===== config.mk =====
export PLATFORM = sky130hd
export DESIGN_NAME = ddr_access_arbiter
export DESIGN_NICKNAME = d
export VERILOG_FILES = /design/src/rtl/ddr_access_arbiter.sv
export SDC_FILE = /design/constraint.sdc
export NUM_CORES = 1
export LEC_CHECK = 0
export CORE_AREA = 2 2 69 71
export CTS_BUF_LIST = sky130_fd_sc_hd__clkbuf_4
export DETAILED_ROUTE_END_ITERATION = 7
export DIE_AREA = 0 0 71 73
export PLACE_DENSITY = 0.83
export SYNTH_ARGS = -nofsm -noshare
export SYNTH_HDL_FRONTEND = slang
export SYNTH_SLANG_ARGS = --single-unit

===== constraint.sdc =====
create_clock -name clk133 -period 1.7 [get_ports clk133]
set_input_delay 0.34 -clock clk133 [delete_from_list [all_inputs] [get_ports clk133]]
set_output_delay 0.34 -clock clk133 [all_outputs]
set_load 0.01 [all_outputs]

===== src/rtl/ddr_access_arbiter.sv =====
// Arbitrates display reads, draw writes and auto-refresh onto one DDR command port.
// Optional refresh generator: define DDR_ARB_REFRESH_EN.
module ddr_access_arbiter #(
  parameter int REFRESH_INTERVAL = 1037,
  parameter int REFRESH_MAX      = 8,
  parameter int STARVE_LIMIT     = 4
) (
  input  logic        clk133,
  input  logic        rst_n,
  input  logic        initDone,
  input  logic        dispReq,
  input  logic [24:0] dispAddr,
  output logic        dispAck,
  input  logic        drawReq,
  input  logic [24:0] drawAddr,
  output logic        drawAck,
  output logic        cmdValid,
  input  logic        cmdReady,
  output logic [1:0]  cmdOp,
  output logic [1:0]  cmdBank,
  output logic [12:0] cmdRow,
  output logic [9:0]  cmdCol,
  input  logic        ctlDone,
  output logic        busy
);

  typedef enum logic [1:0] {
    IDLE,
    ISSUE,
    WAIT
  } state_t;

  localparam logic [1:0] OP_RD  = 2'b00;
  localparam logic [1:0] OP_WR  = 2'b01;
  localparam logic [1:0] OP_REF = 2'b10;

  localparam int SW = $clog2(STARVE_LIMIT + 1);
  localparam int PW = $clog2(REFRESH_MAX + 1);
  localparam logic [SW-1:0] SLIM = SW'(STARVE_LIMIT);
  localparam logic [PW-1:0] PMAX = PW'(REFRESH_MAX);

  state_t state, state_nx;

  logic [1:0]    op_q;
  logic [24:0]   addr_q;
  logic [SW-1:0] starve;
  logic [PW-1:0] refPend;

  logic          idle_ok;
  logic          ref_el;
  logic          draw_force;
  logic          g_ref, g_d, g_draw, grant;
  logic [1:0]    sel_op;
  logic [24:0]   sel_addr;
  logic          accept;

  assign idle_ok    = (state == IDLE) && initDone;
  assign ref_el     = (refPend != '0);
  assign draw_force = drawReq && (starve == SLIM);

  // One-hot priority terms so the decoder below is truly unique
  assign g_ref  = idle_ok && ref_el;
  assign g_draw = idle_ok && !ref_el &&
                  (draw_force || (!dispReq && drawReq));
  assign g_d    = idle_ok && !ref_el && !draw_force && dispReq;
  assign grant  = g_ref || g_d || g_draw;

  always_comb begin
    sel_op   = OP_RD;
    sel_addr = '0;
    unique case (1'b1)
      g_ref: begin
        sel_op = OP_REF;
      end
      g_d: begin
        sel_op   = OP_RD;
        sel_addr = dispAddr;
      end
      g_draw: begin
        sel_op   = OP_WR;
        sel_addr = drawAddr;
      end
      default: ;
    endcase
  end

  always_comb begin
    state_nx = state;
    unique case (state)
      IDLE:    if (grant)    state_nx = ISSUE;
      ISSUE:   if (cmdReady) state_nx = WAIT;
      WAIT:    if (ctlDone)  state_nx = IDLE;
      default:               state_nx = IDLE;
    endcase
  end

  always_ff @(posedge clk133 or negedge rst_n) begin
    if (!rst_n) state <= IDLE;
    else        state <= state_nx;
  end

  always_ff @(posedge clk133 or negedge rst_n) begin
    if (!rst_n) begin
      op_q   <= '0;
      addr_q <= '0;
    end else if (grant) begin
      op_q   <= sel_op;
      addr_q <= sel_addr;
    end
  end

  always_ff @(posedge clk133 or negedge rst_n) begin
    if (!rst_n) begin
      starve <= '0;
    end else if (g_draw) begin
      starve <= '0;
    end else if (g_d && drawReq && starve != SLIM) begin
      starve <= starve + 1'b1;
    end
  end

  assign accept   = (state == ISSUE) && cmdReady;
  assign cmdValid = (state == ISSUE);
  assign busy     = (state != IDLE);
  assign dispAck  = accept && (op_q == OP_RD);
  assign drawAck  = accept && (op_q == OP_WR);
  assign cmdOp    = op_q;
  assign cmdBank  = addr_q[24:23];
  assign cmdRow   = addr_q[22:10];
  assign cmdCol   = addr_q[9:0];

`ifdef DDR_ARB_REFRESH_EN
  localparam int RCW = $clog2(REFRESH_INTERVAL + 1);
  localparam logic [RCW-1:0] RELOAD = RCW'(REFRESH_INTERVAL - 1);

  logic [RCW-1:0] refCnt;
  logic           ref_tick;
  logic           ref_take;

  assign ref_tick = initDone && (refCnt == '0);
  assign ref_take = accept && (op_q == OP_REF);

  always_ff @(posedge clk133 or negedge rst_n) begin
    if (!rst_n)        refCnt <= RELOAD;
    else if (!initDone) refCnt <= RELOAD;
    else if (ref_tick) refCnt <= RELOAD;
    else               refCnt <= refCnt - 1'b1;
  end

  // A tick and an accept in the same cycle cancel out
  always_ff @(posedge clk133 or negedge rst_n) begin
    if (!rst_n) begin
      refPend <= '0;
    end else if (ref_tick && !ref_take) begin
      if (refPend != PMAX) refPend <= refPend + 1'b1;
    end else if (ref_take && !ref_tick) begin
      refPend <= refPend - 1'b1;
    end
  end
`else
  logic unused_ref;
  assign refPend    = '0;
  assign unused_ref = ^{32'(REFRESH_INTERVAL), PMAX, OP_REF};
`endif

endmodule


==> summary.txt, run 1 <==
Timing
  – Highest Clock Rate: 602.3 MHz
  – Slew Viols, Final: 0
  – Final worst path period need: 1660 ps
  – Layout Skew: roughly 11 ps
  – Final setup vio count: 0
  – Hold Vio Cnt, Final: 0
  – RSZ-0062 raised after global routing: true
  – Crit share post-route: 0.9767

Pwr
  – Internal power: roughly 0.0026 W
  – Part of the power in the clock network: 0.107
  – Overall power: around 0.0038 W
  – Worst vdd ir: roughly 0.68 mV
  – Sequential Power Share: 0.328
  – Leak Pwr: 1.182 nW
  – Pwr per Cell Area: 1398 nW/um2
  – Comb power frac: 0.565
  – NetSw: about 0.0012 W
  – Switch share: 0.3213

Layout
  – Area of the multi-input gates: 678.2 um2
  – Utilization after layout: 0.6044
  – Most common library cell in the layout ignoring fill and taps: clkdlybuf4s50_1
  – Layout area overhead: 81.07%
  – Layout cells sized above 1: 0.1983
  – Highest-count cells in the layout ignoring fill and taps: clkdlybuf4s50_1 (82), dfrtp_1 (31), a221o_1 (25)
  – Finished Layout Cells: roughly 290
  – Antenna Cells: 0
  – Final nets: between 200 and 300
  – Storage cell area: between 700 and 800 um2
  – Fillers: 370

Run
  – Max-Cap Viols: 0

Setup path
  – CP arrival: 1920 ps
  – CP delay by family, top: buffers and inverters
  – CP Cell Sequence: buf_6, buf_4, nor3b_4, buf_6, and3_4, clkbuf_16, a221o_1
  – Critical path's most frequent cell: buf_6
  – CP startpoint kind: flop
  – Critical path fanouts, max: 7
  – Slowest CP cell: dfrtp_1
  – Crit-path max cell delay: 400 ps
  – Worst path bufs/invs: 4
  – Worst r2r src: state[1]
  – Crit path kind: flop to flop
  – Critical Path Source: state[1]
  – Worst EP required: 1960 ps
  – CP Capture Type: flop

Synth
  – Seq/Total Area, Yosys: 0.5124
  – Post-Synth Simple-Gate Area: 0.08347
  – Largest family of logic cells by synthesized area: compound AO/OA/AOI/OAI gates
  – Flops & latches, synth: 31
  – Post-synth top area cell: dfrtp_1
  – Syn_area_per_cell: approximately 12 um2
  – Post-Synth Adder-Cell Area: 0.01653
  – Yosys cell types: 28
  – Post-synthesis compound-gate area fraction: 0.3240
  – Top post-synthesis cells by area: dfrtp_1 (51%), a221o_1 (17%), a21boi_0 (8.9%)
  – Multiplexer area fraction after synthesis: 0
  – Syn_nets: approximately 180
  – Cells after synthesis: between 100 and 150
  – Post-synthesis cell area: roughly 1500 um2
  – Area share of the largest cell type after synthesis: 0.5124
  – Synth Area in XOR/XNOR: 0
  – Synth warn: 0

Global routing
  – Pin count of the biggest net entering global routing: 32
  – Vias in the first global route: ~1500
  – Global-route wire length before repair: a little under 7000 um
  – GRT met1 Usage: 0.2049
  – Met2 GRT Util: 0.2991
  – Global route overflow: 0
  – Global route hottest layer: met2
  – M3 GR Usage: 0.04144
  – Tot GR Track Use: 0.1718
  – Initial antenna violation count: 0

Place
  – PortBufs: 86
  – GPL Wtd Cong: roughly 0.80
  – DP Cell Count: between 200 and 300
  – DP HPWL: between 3000 and 4000 um

CTS
  – Root buffer cell: clkbuf_4
  – Worst-Skew Late Latency: between 300 and 400 ps
  – Total clock sinks: 31
  – CTS Hold Bufs: 0
  – Largest buffer count on any clock path: 2
  – H-tree depth: 2
  – CTS tree: yes
  – CTS buffer count: 5
  – Worst-path clk slew: around 100 ps

Worst hold path
  – Worst min path class: primary input to async pin

Outcome
  – Outcome: finished, final reports clean

Floorplan
  – Die area: a little over 5000 um2
  – Overall die width: approximately 71 um
  – Die H: 73 um
  – Initial core utilization: 0.3338
  – Core Region: approximately 4500 um2
  – Cell Rows: 25
  – Boundary Pins: just under 90

Drt
  – Total wire length: 4638 um
  – Drc violations: 0
  – Number of routed nets with antenna violations: 0
  – DR pass1 iterations: 4
  – Total number of vias: ~1500
  – Via density: ~5.2
  – Initial DRC count: between 60 and 70
  – Drt wl/cell: roughly 16 um
cells in the mapped netlist:
library cell and number:
and3_1 2, or2_2 1, o21ai_0 1, dfrtp_1 31, nor3_1 1, conb_1 1
nand2_1 7, nor2_1 2, a21boi_1 7, a21o_1 1, nor4bb_1 1, nand4_1 1
nand4bb_2 1, a21oi_4 1, buf_2 5, buf_6 3, buf_4 3, o21ai_1 1
a211o_1 1, nor2b_1 1, a21boi_0 18, ha_1 2, a221o_1 25, nor3b_4 1
a32o_1 1, or2_1 1, nand3_1 1, inv_1 3
area by class of cell:
| cell class | instances | share of cell area |
|---|---|---|
| inverter | 3 | 0.004108 |
| clock inverter | 2 | 0.002738 |
| sequential | 31 | 0.2830 |
| multi-input combinational | 79 | 0.2474 |
| clock buffer | 6 | 0.01643 |
| tap | 54 | 0.02465 |
| timing repair buffer | 111 | 0.4217 |
path summary, 6_finish.rpt:
| check | to | slack (ps) | cells after the start |
|---|---|---|---|
| min reg2reg | starve[0] | 510 | 1 |
| min | addr_q[17] | 400 | 2 |
| max reg2reg | addr_q[23] | 40 | 7 |
| min in group clk133 | starve[0] | 510 | 1 |
| max in group asynchronous | addr_q[3] | 1000 | 2 |
| max | addr_q[23] | 40 | 7 |
worst reg2reg max path, cell delays in order, from the launching register on:
cell and delay (ps):
dfrtp_1 400, buf_6 120, buf_4 140, nor3b_4 190
buf_6 170, and3_4 270, clkbuf_16 170, a221o_1 140
metrics by stage:
stage	setup WS (ps)	hold slack (ps)	instance area (um2)	TNS, ps
floorplan	195.8	44.41	1514	0
global placement	-146.5	498.2	2521	-2777
detailed placement	-199.0	505.4	2521	-3140
CTS	-49.47	405.7	2592	-555.8
global route	-25.53	428.4	2741	-100.6
finish	39.64	396.0	2741	0
registers in the layout, indices dropped and copies added (netlist names):
register  cells
cmdOp         1
starve        3
addr_q       25
state         2
cell families after synthesis:
logic type	after synthesis
buf+inv	14
fa+ha+maj	2
flops	31
simple gates	20
compound gates	56
other cells	1
timing repair:
item	CTS	global route
pin swaps	1	6
cloned	0	4
endpoints found under the setup margin	4	29
resized for setup	28	25
buffers inserted	2	2
hold endpoints to repair	0	0
routing by layer:
metal / vias to the layer above / wire length, um
li1: 700 / -
met1: 724 / 1947
met2: 56 / 2348
met3: 6 / 271
met4: 0 / 71
met5: - / 0
power groups by stage:
stage	registers, W	clock network (W)	logic (W)
finish	0.00126	0.000410	0.00217
global route	0.00130	0.000466	0.00233
CTS	0.00125	0.000431	0.00199
detailed placement	0.00126	0	0.00193
global placement	0.00126	0	0.00188
floorplan	0.00140	0	0.000739
Power figures use the tool's default switching activity.
==> run 2: changes to the inputs <==
==> config.mk (replaced) <==
export PLATFORM = sky130hd
export DESIGN_NAME = ddr_access_arbiter
export DESIGN_NICKNAME = d
export VERILOG_FILES = /design/src/rtl/ddr_access_arbiter.sv
export SDC_FILE = /design/constraint.sdc
export NUM_CORES = 1
export LEC_CHECK = 0
export ABC_AREA = 1
export CORE_AREA = 2 2 70 72
export CTS_BUF_LIST = sky130_fd_sc_hd__clkbuf_16
export DETAILED_ROUTE_END_ITERATION = 7
export DIE_AREA = 0 0 72 74
export PLACE_DENSITY = 0.81
export SYNTH_ARGS = -nofsm -noshare
export SYNTH_HDL_FRONTEND = slang
export SYNTH_SLANG_ARGS = --single-unit
==> constraint.sdc (replaced) <==
create_clock -name clk133 -period 1.8 [get_ports clk133]
set_input_delay 0.36 -clock clk133 [delete_from_list [all_inputs] [get_ports clk133]]
set_output_delay 0.36 -clock clk133 [all_outputs]
set_load 0.01 [all_outputs]
==> summary.txt, run 2 <==
Outcome
  – Outcome: finished, final reports clean

Setup path
  – Worst r2r src: state[0]
  – CP startpoint kind: flop
  – Critical path fanouts, max: 3
  – Crit path kind: flop to output pin
  – Worst r2r path cells: 7
  – CP Capture Type: output pin
  – Worst EP required: 1440 ps
  – CP arrival: 1370 ps
  – Worst R2R End: addr_q[10]
  – Reg2reg setup slack: a little under 400 ps

CTS
  – H-tree depth: 2
  – Worst-path clk slew: 50 ps
  – CTS tree: yes
  – Root buffer cell: clkbuf_16
  – CTS Hold Bufs: 0
  – CTS buffer count: 5
  – Largest buffer count on any clock path: 2
  – Worst-Skew Late Latency: 270 ps
  – Total clock sinks: 31

Timing
  – Crit share post-route: 0.9584
  – Slew Viols, Final: 0
  – Final worst path period need: 1725 ps
  – Hold Vio Cnt, Final: 0
  – Highest Clock Rate: about 580 MHz
  – Layout Skew: between 3 and 4 ps
  – Final setup vio count: 0
  – Final setup margin: 74.91 ps
  – RSZ-0062 raised after global routing: false
  – Fin Setup TNS: 0 ps

Synth
  – Post-synthesis cell area: 1534 um2
  – Cells after synthesis: 182
  – Flops & latches, synth: 31
  – Seq/Total Area, Yosys: 0.5057
  – EDFF count, synth: 0
  – Post-synth top area cell: dfrtp_1
  – Synth warn: 0
  – Top FF cell, synth: dfrtp_1
  – Top post-synthesis cells by area: dfrtp_1 (51%), nand3_1 (26%), nand2_1 (8.3%)
  – Ys async rst share: 1.000
  – Syn_area_per_cell: between 8 and 9 um2
  – Yosys cell types: 18
  – Most common library cells after synthesis: nand3_1 (80), nand2_1 (34), dfrtp_1 (31)
  – Most frequent cell after synthesis: nand3_1
  – Area share of the largest cell type after synthesis: 0.5057
  – Syn_nets: between 200 and 250

Global routing
  – Pin count of the biggest net entering global routing: 32
  – Global route overflow: 0
  – Vias in the first global route: ~1700
  – Initial antenna violation count: 0
  – Tot GR Track Use: 0.1779
  – Global-route wire length before repair: between 7000 and 8000 um

Drt
  – Via density: 4.952
  – Total wire length: between 4000 and 5000 um
  – Drc violations: 0
  – Total number of vias: between 1500 and 2000
  – DR pass1 iterations: 7
  – Initial DRC count: 80
  – Drt wl/cell: approximately 14 um
  – Number of routed nets with antenna violations: 0

Place
  – DP Cell Count: roughly 320
  – DP HPWL: about 3300 um
  – PortBufs: 86
  – GPL Wtd Cong: just over 0.8
  – Pre-CTS setup slack: -110.2 ps
  – Post-Place Cell Area: 2501 um2

Floorplan
  – Cell Rows: 25
  – Die H: between 70 and 80 um
  – Boundary Pins: 88
  – Die area: between 5000 and 6000 um2
  – Initial core utilization: 0.3336
  – Overall die width: between 70 and 80 um
  – Core Region: roughly 4600 um2

Layout
  – Highest-count cells in the layout ignoring fill and taps: clkdlybuf4s50_1 (83), nand3_1 (80), nand2_1 (34)
  – Area of the multi-input gates: approximately 650 um2
  – Finished Layout Cells: ~330
  – Layout cells sized above 1: 0.08633
  – Fillers: ~400
  – Most common library cell in the layout ignoring fill and taps: clkdlybuf4s50_1
  – Layout area overhead: 72.92%
  – Antenna Cells: 0
  – Storage cell area: 775.7 um2
  – Utilization after layout: 0.5769
  – Final nets: 336
  – Cell area after layout: between 2000 and 3000 um2
  – Top Registers: addr_q: 25 flops, starve: 3 flops, state: 2 flops
  – Most flops, register: addr_q
  – Max FFs per register: 25

Pwr
  – Leak Pwr: between 1 and 1.5 nW
  – Pwr per Cell Area: around 1400 nW/um2
  – Worst vdd ir: ~0.53 mV

Worst hold path
  – Worst min path class: primary input to async pin

Run
  – Max-Cap Viols: 0
-- run 2: changes by cell type after synthesis, sizes merged, moves of 2 or more --
| cell | previous run | this run |
|---|---|---|
| nand3 | 1 | 82 |
| nand2 | 7 | 34 |
| a21boi | 25 | 0 |
| a221o | 25 | 0 |
| inv | 3 | 9 |
| nor2 | 2 | 5 |
| and3 | 2 | 0 |
| o21ai | 2 | 4 |
| or2 | 2 | 0 |
-- run 2: cell families after synthesis --
| logic type | synth area share |
|---|---|
| AND/OR/NAND/NOR | 0.3842 |
| flip-flops | 0.5057 |
| buffers and inverters | 0.06932 |
| AO/OA/AOI/OAI | 0.01631 |
| adder cells (fa/ha/maj) | 0.01631 |
| XOR/XNOR | 0.005711 |
| other | 0.002445 |
-- run 2: layout make-up --
| class | count | share of cell area |
|---|---|---|
| Clock buffer | 5 | 0.04717 |
| Timing Repair Buffer | 99 | 0.3693 |
| Tap cell | 54 | 0.02547 |
| Sequential cell | 31 | 0.2925 |
| Clock inverter | 3 | 0.004717 |
| Inverter | 10 | 0.01415 |
| Multi-Input combinational cell | 130 | 0.2467 |
-- run 2: how the worst max path moves through the flow --
| stage | startpoint | end | slack [ps] | cells after the start |
|---|---|---|---|---|
| final | state[0] | cmdValid | 70 | 3 |
| after global routing | state[0] | cmdValid | 10 | 3 |
| after CTS | state[1] | cmdValid | 90 | 2 |
| after detailed placement | cmdReady | dispAck | -110 | 4 |
| after global placement | cmdReady | dispAck | -100 | 4 |
| after floorplan | state[0] | dispAck | 490 | 4 |
-- run 2: worst max-delay path: stages (launching register included) --
cell             delay, ps
dfrtp_1                360
inv_1                   70
nor2_2                 120
clkdlybuf4s50_1        550
-- run 2: what timing repair did --
action,CTS,global route
gates resized for setup,4,0
buffers inserted,2,0
setup endpoints to repair,3,0
-- run 2: power breakdown --
| group | switching [W] | internal (W) |
|---|---|---|
| registers | 0.000182 | 0.00101 |
| logic | 0.000830 | 0.000967 |
| clock network | 0.000270 | 0.000497 |
-- run 2: per-stage QoR --
| stage | total power [W] | hold slack, ps |
|---|---|---|
| finish | 0.003754 | 492.5 |
| global placement | 0.002931 | 507.4 |
| CTS | 0.003790 | 503.8 |
| floorplan | 0.001998 | 64.41 |
| global route | 0.003994 | 543.3 |
| detailed placement | 0.002972 | 512.4 |
-- run 2: routing by layer --
metal  vias to the layer above  track usage  routed length, um
li1                        808            -                  -
met3                        11      0.04472                279
met1                       763       0.2111               1925
met2                        62       0.2984               2283
met5                         -            0                  0
met4                         0      0.09853                104
